File: src/rtl/div_recombiner.sv
// rtl/div_recombiner.sv - sequential Q*D+R reconstruction with dividend match check
module div_recombiner #(
    parameter int NX = 8
) (
    input  logic              clk,
    input  logic              rst_n,
    input  logic              in_valid,
    output logic              in_ready,
    input  logic [NX-2:0]     D,
    input  logic [NX-1:0]     Q,
    input  logic [2*NX-2:0]   R,
    input  logic [2*NX-3:0]   X,
    output logic              out_valid,
    input  logic              out_ready,
    output logic [2*NX-1:0]   P,
    output logic              match,
    output logic              busy
);

    // Counter is one bit wider than strictly needed so it can step past NX-1.
    localparam int CW = $clog2(NX + 1);

    typedef enum logic [1:0] {
        IDLE = 2'd0,
        MUL  = 2'd1,
        DONE = 2'd2
    } state_t;

    state_t             state;
    state_t             state_nxt;
    logic [2*NX-1:0]    d_sh;
    logic [NX-1:0]      q_sh;
    logic [2*NX-3:0]    x_reg;
    logic [2*NX-1:0]    acc;
    logic [2*NX-1:0]    acc_step;
    logic [CW-1:0]      cnt;
    logic               match_r;
    logic               last_step;

    // One shift-add step: add the shifted divisor when the current quotient LSB is set.
    assign acc_step  = q_sh[0] ? (acc + d_sh) : acc;
    assign last_step = (cnt == CW'(NX - 1));

    assign in_ready  = (state == IDLE);
    assign out_valid = (state == DONE);
    assign busy      = (state == MUL) || (state == DONE);
    assign P         = acc;
    assign match     = match_r;

    // State register.
    always_ff @(posedge clk or negedge rst_n) begin
        if (!rst_n) begin
            state <= IDLE;
        end else begin
            state <= state_nxt;
        end
    end

    // Next-state logic: accept in IDLE, NX multiply steps, hold result until consumed.
    always_comb begin
        state_nxt = state;
        case (state)
            IDLE:    if (in_valid)  state_nxt = MUL;
            MUL:     if (last_step) state_nxt = DONE;
            DONE:    if (out_ready) state_nxt = IDLE;
            default: state_nxt = IDLE;
        endcase
    end

    // Datapath: operand capture, shift-add accumulation and registered match flag.
    always_ff @(posedge clk or negedge rst_n) begin
        if (!rst_n) begin
            d_sh    <= '0;
            q_sh    <= '0;
            x_reg   <= '0;
            acc     <= '0;
            cnt     <= '0;
            match_r <= 1'b0;
        end else begin
            case (state)
                IDLE: begin
                    if (in_valid) begin
                        d_sh    <= {{(NX + 1){1'b0}}, D};
                        q_sh    <= Q;
                        x_reg   <= X;
                        acc     <= {1'b0, R};
                        cnt     <= '0;
                        match_r <= 1'b0;
                    end
                end
                MUL: begin
                    acc  <= acc_step;
                    d_sh <= d_sh << 1;
                    q_sh <= q_sh >> 1;
                    cnt  <= cnt + CW'(1);
                    if (last_step) begin
                        match_r <= (acc_step == {2'b00, x_reg});
                    end
                end
                DONE: begin
                    if (out_ready) begin
                        match_r <= 1'b0;
                    end
                end
                default: begin
                    match_r <= 1'b0;
                end
            endcase
        end
    end

endmodule

File: config.mk
export PLATFORM = sky130hd
export DESIGN_NAME = div_recombiner
export DESIGN_NICKNAME = d
export VERILOG_FILES = /design/src/rtl/div_recombiner.sv
export SDC_FILE = /design/constraint.sdc
export NUM_CORES = 1
export LEC_CHECK = 0
export ABC_AREA = 0
export BUFFER_PORTS_ARGS = -buffer_cell sky130_fd_sc_hd__buf_2
export CAP_MARGIN = 40
export CORE_UTILIZATION = 35
export CTS_CLUSTER_DIAMETER = 40
export DETAILED_ROUTE_END_ITERATION = 10
export PLACE_DENSITY_LB_ADDON = 0.15
export SETUP_SLACK_MARGIN = 0.4
export SLEW_MARGIN = 10
export SYNTH_ARGS = -nofsm -noshare
export SYNTH_HDL_FRONTEND = slang
export SYNTH_SLANG_ARGS = --single-unit
export TNS_END_PERCENT = 1
File: constraint.sdc
create_clock -name clk -period 5.25 [get_ports clk]
set_input_delay 0.2625 -clock clk [delete_from_list [all_inputs] [get_ports clk]]
set_output_delay 0.2625 -clock clk [all_outputs]
set_load 0.1 [all_outputs]
# After elaboration in Yosys (flattened, before gate mapping)
# Cells that the tools add are included.
[totals]
register_bits = 61
latchBits = 0
mem_bits_rw = 0
rom_bits = 0
input_bits = 48
output_inout_bits = 20
wordCells = 39
memories = 0
[classes]
addsub = 2
mul = 0
n_div = 0
n_lt_le_gt_ge = 0
eq_ne = 7
n_shift = 0
mux = 17
bitwise = 0
reduce_logical = 6
[op_table]
columns = ["op", "count"]
rows = [
  ["$pmux 16 s2", 2],
  ["$mux 16", 3],
  ["$add 16x16->16", 1],
  ["$eq 16x14->1", 1],
  ["$pmux 8 s2", 1],
  ["$mux 8", 1],
  ["$pmux 4 s2", 1],
  ["$mux 2", 3],
  ["$pmux 2 s3", 1],
  ["$add 4x1->4 const B", 1],
  ["$eq 4x3->1 const B", 1],
  ["$mux 4", 1],
  ["$ne 2x2->1 const B", 2],
  ["$reduce_and 2->1", 2],
  ["$mux 1", 3],
  ["$pmux 1 s3", 1],
  ["$reduce_and 3->1", 1],
  ["$eq 2x1->1 const B", 1],
  ["$eq 2x2->1 const B", 1],
  ["$logic_not 2->1", 1],
  ["$ne 2x1->1 const B", 1],
  ["$reduce_bool 2->1", 1],
  ["$logic_or 1x1->1", 1],
]

# Logic depth before layout (Yosys ltp)
[logic_depth]
ltp_word = 5
ltp_mapped = 11
depth_no_buf = 10

# Worst setup path after synthesis
# OpenSTA, ideal clock, no wires.
[synth_timing]
kind = "reg-to-reg"
startpoint = "register acc[0], in the netlist P[0]"
endpoint = "register match_r, in the netlist match"
setup_time_ps = 92
arrival_time_ps = 3117
slack_ps = 2042
stages_incl_launch_ff = 11
path_buffers = 0
period_less_slack_ps = 3208
path_cell_list = "dfrtp_1 ha_1 fa_1 a211oi_2 o21ai_4 xnor2_1 a221oi_1 a21oi_1 a2111oi_2 nand4_1 o31ai_2"
[synth_between]
elab_chain_len = 5
[synth_lines]
columns = ["item", "line", "source"]
rows = [
  ["start, declared", "34", "logic [2*NX-1:0] acc;"],
  ["start signal, assigned", "86", "acc <= {1'b0, R};"],
  ["start signal, assigned", "92", "acc <= acc_step;"],
  ["$add 16x16->16", "41", "assign acc_step = q_sh[0] ? (acc + d_sh) : acc;"],
  ["$mux 16 (*)", "41", ""],
  ["$eq 16x14->1 (*)", "97", "match_r <= (acc_step == {2'b00, x_reg});"],
  ["$mux 1 (*)", "96", "if (last_step) begin"],
  ["$pmux 1 s3 (*)", "80", "case (state)"],
  ["end signal, assigned", "97", ""],
  ["end, declared", "37", "logic match_r;"],
]
# Mark *: on every way between the ends. The rest lies on a longest branch, timed or not. The select of a mux whose other input is x is not followed.
# A chain may end at the register's enable or synchronous reset.

# Worst setup path in the final report
[layout_timing]
startpoint = "register state[0]"
endpoint = "register d_sh[4]"
[layout_between]
elab_chain_len = 3
elab_cells_between_ends = 6
[layout_lines]
columns = ["item", "line", "source"]
rows = [
  ["start, declared", "29", "state_t state;"],
  ["start signal, assigned", "55", "state <= state_nxt;"],
  ["$eq 2x1->1 or $logic_not 2->1 (tied branches)", "80", ""],
  ["$reduce_bool 2->1 (no source line) or $ne 2x2->1 (tied branches)", "--", ""],
  ["$reduce_and 2->1 (no source line)", "--", ""],
  ["end signal, assigned", "83", "d_sh <= {{(NX + 1){1'b0}}, D};"],
  ["end signal, assigned", "93", "d_sh <= d_sh << 1;"],
  ["end, declared", "31", "logic [2*NX-1:0] d_sh;"],
]
# Parallel ways exist; a longest one is shown, timed or not.

==> impl_metrics.tcl <==
set metrics [dict create \
    synth-edff-count 0 \
    cts.clk_slew.worst_paths_ps 50 \
    rows 39 \
    synthMuxAreaShare_pct 9.15 \
    cp.arrival_ps 3270 \
    route.top_layer_used "met4" \
    hold_slack_ps 71.4 \
    yosysTopAreaCellShare_pct 36.3 \
    maxCapViolCount 0 \
    crit_required_ps 5450 \
    antenna_found_initial 0 \
    syn_to_final_growth_pct 17.4 \
    ys.flop_type "dfrtp_1" \
    synthesis.nets 505 \
    ys_seq_area_share_pct 36.3 \
    pre_cts_ws_ps 2160 \
    met3_length_um 542 \
    post-route-period-util_pct 58.3 \
    drt_iter0_drc 108 \
    ant_nets 0 \
    nets 562 \
    wl_met1_mm 5.65 \
    synth_commonest_cells "dfrtp_1 (61), nand2_1 (39), a21oi_1 (38)" \
    layout_min_cycle_time_ps 3060 \
    cts_hold_buf 0 \
    detail_route.first_pass.iterations 7 \
    clock_latency_ps 340 \
    drc 2 \
    cts_root_buffer "clkbuf_16" \
    die_h_um 112 \
    cts_buffer_depth 2 \
    port_buffers 67 \
    setup_slack_ps 2190 \
    drive_gt1_share_pct 24.7 \
    grt.total_usage_pct 20.0 \
    end_kind "register" \
    hold_viol 0 \
    met2_wirelength_mm 5.30 \
    fin_util_pct 42.6 \
    yosys.area_share.simple_pct 11.1 \
    worstSetupPathType "reg -> reg" \
    cts_tree "yes" \
    max_freq_mhz 327 \
    htree_levels 3 \
    failed_checks "design-rule violations" \
    dieArea_mm2 0.0124 \
    grt_pass1_vias 3533 \
    hold_class "in -> async" \
    status "finished, violations left" \
    synth_most_common_cell "dfrtp_1" \
    ys_ff_latch 61 \
    grt_max_degree 62 \
    avgViaCountPerCell 5.57 \
    hpwl_mm 8.53 \
    synth-compound-area-share_pct 25.6 \
    clock-sinks 61 \
    num_io_pins 68 \
    synth_cells 437 \
    cp-start-kind "register" \
    grt_pass1_wl_mm 19.1 \
    slew_headroom_pct 44.0 \
    cp_max_fo 33 \
    async_flop_share_pct 100 \
    worstMarginPinSlew_ps 840 \
    die_w_um 112 \
    yosysTopAreaCell "dfrtp_1" \
    synth_top_family_by_area "compound AO/OA/AOI/OAI gates" \
    cts_buffers 9 \
    core_mm2 0.0116 \
    setup_viol 0 \
    grt.overflow.total 0 \
    register_area_mm2 0.00153 \
    cts_resized 0 \
    vias 3573 \
    wl_mm 11.7 \
    yosys_warnings 0 \
    synth_area_leaders "dfrtp_1 (36%), ha_1 (5.7%), a21oi_1 (4.5%)" \
    synth_xor_area_share_pct 7.92 \
    fin_skew_ps 10.5 \
    synth_area_mm2 0.00420 \
    syn_avg_cell_area_um2 9.61 \
    fillers 1166 \
    multi_input_area_mm2 0.00252 \
    final_max_slew_viol_count 0 \
    fin_tns_setup_ps 0 \
    rsz0062_at_grt "false" \
    antennaDiodeCount 0 \
    post_cts_buffers 0 \
    wire_per_inst_um 18.2 \
    yosysUniqueCellTypes 60 \
    initial_core_util_pct 36.3 \
    place_congestion 0.873 \
    synth-adder-area-share_pct 6.14 \
]
==> cell families (layout without fill, tap and decap cells) <==
family	count (synthesis)	after routing
AND/OR/NAND/NOR	94	94
adder cells (fa/ha/maj)	20	20
multiplexers	36	36
flip-flops	61	61
XOR/XNOR	38	38
AO/OA/AOI/OAI	155	155
buffers and inverters	33	94
==> cells in the final DEF (no fill, tap or decap), types with 3 or more instances in the layout <==
master     count
buf_2         67
o21ai_0       37
ha_1          18
o22ai_1       13
nand2_1       39
nand2b_1       4
nand4_1        4
and3_1         4
nor2_1        14
a21oi_1       38
mux2i_1       19
mux2_2        16
dfrtp_1       61
inv_1          6
a21o_1         7
xnor2_1       21
buf_4          5
o21ai_2        3
o22a_1        13
nor3_1         4
nor3b_1        5
clkbuf_16      9
clkbuf_8       3
xor2_1        17
o31ai_1        3
nand3_1        9
a22o_1        12
==> area by class of cell <==
class | instances | area share [%]
Tap cell | 143 | 3.63
Multi-Input combinational cell | 343 | 51.2
Clock buffer | 12 | 5.40
Timing Repair Buffer | 73 | 7.97
Sequential cell | 61 | 31.0
Inverter | 6 | 0.457
Clock inverter | 3 | 0.406
==> routing by layer <==
layer | vias up | track usage [%]
met5 | - | 0
met4 | 0 | 5.50
met3 | 16 | 5.93
met2 | 87 | 30.7
met1 | 1738 | 27.4
li1 | 1732 | -
==> stage by stage <==
step                cell area (um^2)  cells
global route                    4930    641
global placement                4620    625
floorplan                       4200    437
finish                          4930    641
CTS                             4930    641
detailed placement              4640    626
==> worst max-delay path, stage by stage (launching register included) <==
cell and delay [ps]:
dfrtp_1 390, inv_1 90, ha_1 710, nand2b_1 660, o21ai_2 460, buf_4 440
o21ai_0 160
==> path summary, 6_finish.rpt <==
check | from | end | slack, ps | cells past startpoint
worst min-delay path | rst_n | x_reg[8] | 70 | 2
worst max register to register | state[0] | d_sh[4] | 2190 | 6
worst max-delay path | state[0] | d_sh[4] | 2190 | 6
worst min register to register | q_sh[2] | q_sh[2] | 480 | 2
min in group clk | X[0] | x_reg[0] | 160 | 2
max in group asynchronous | rst_n | x_reg[9] | 4590 | 2
Power is left out: the tool's default activity adds up to more than one toggle a clock period on the data nets, which glitch-free logic cannot reach.
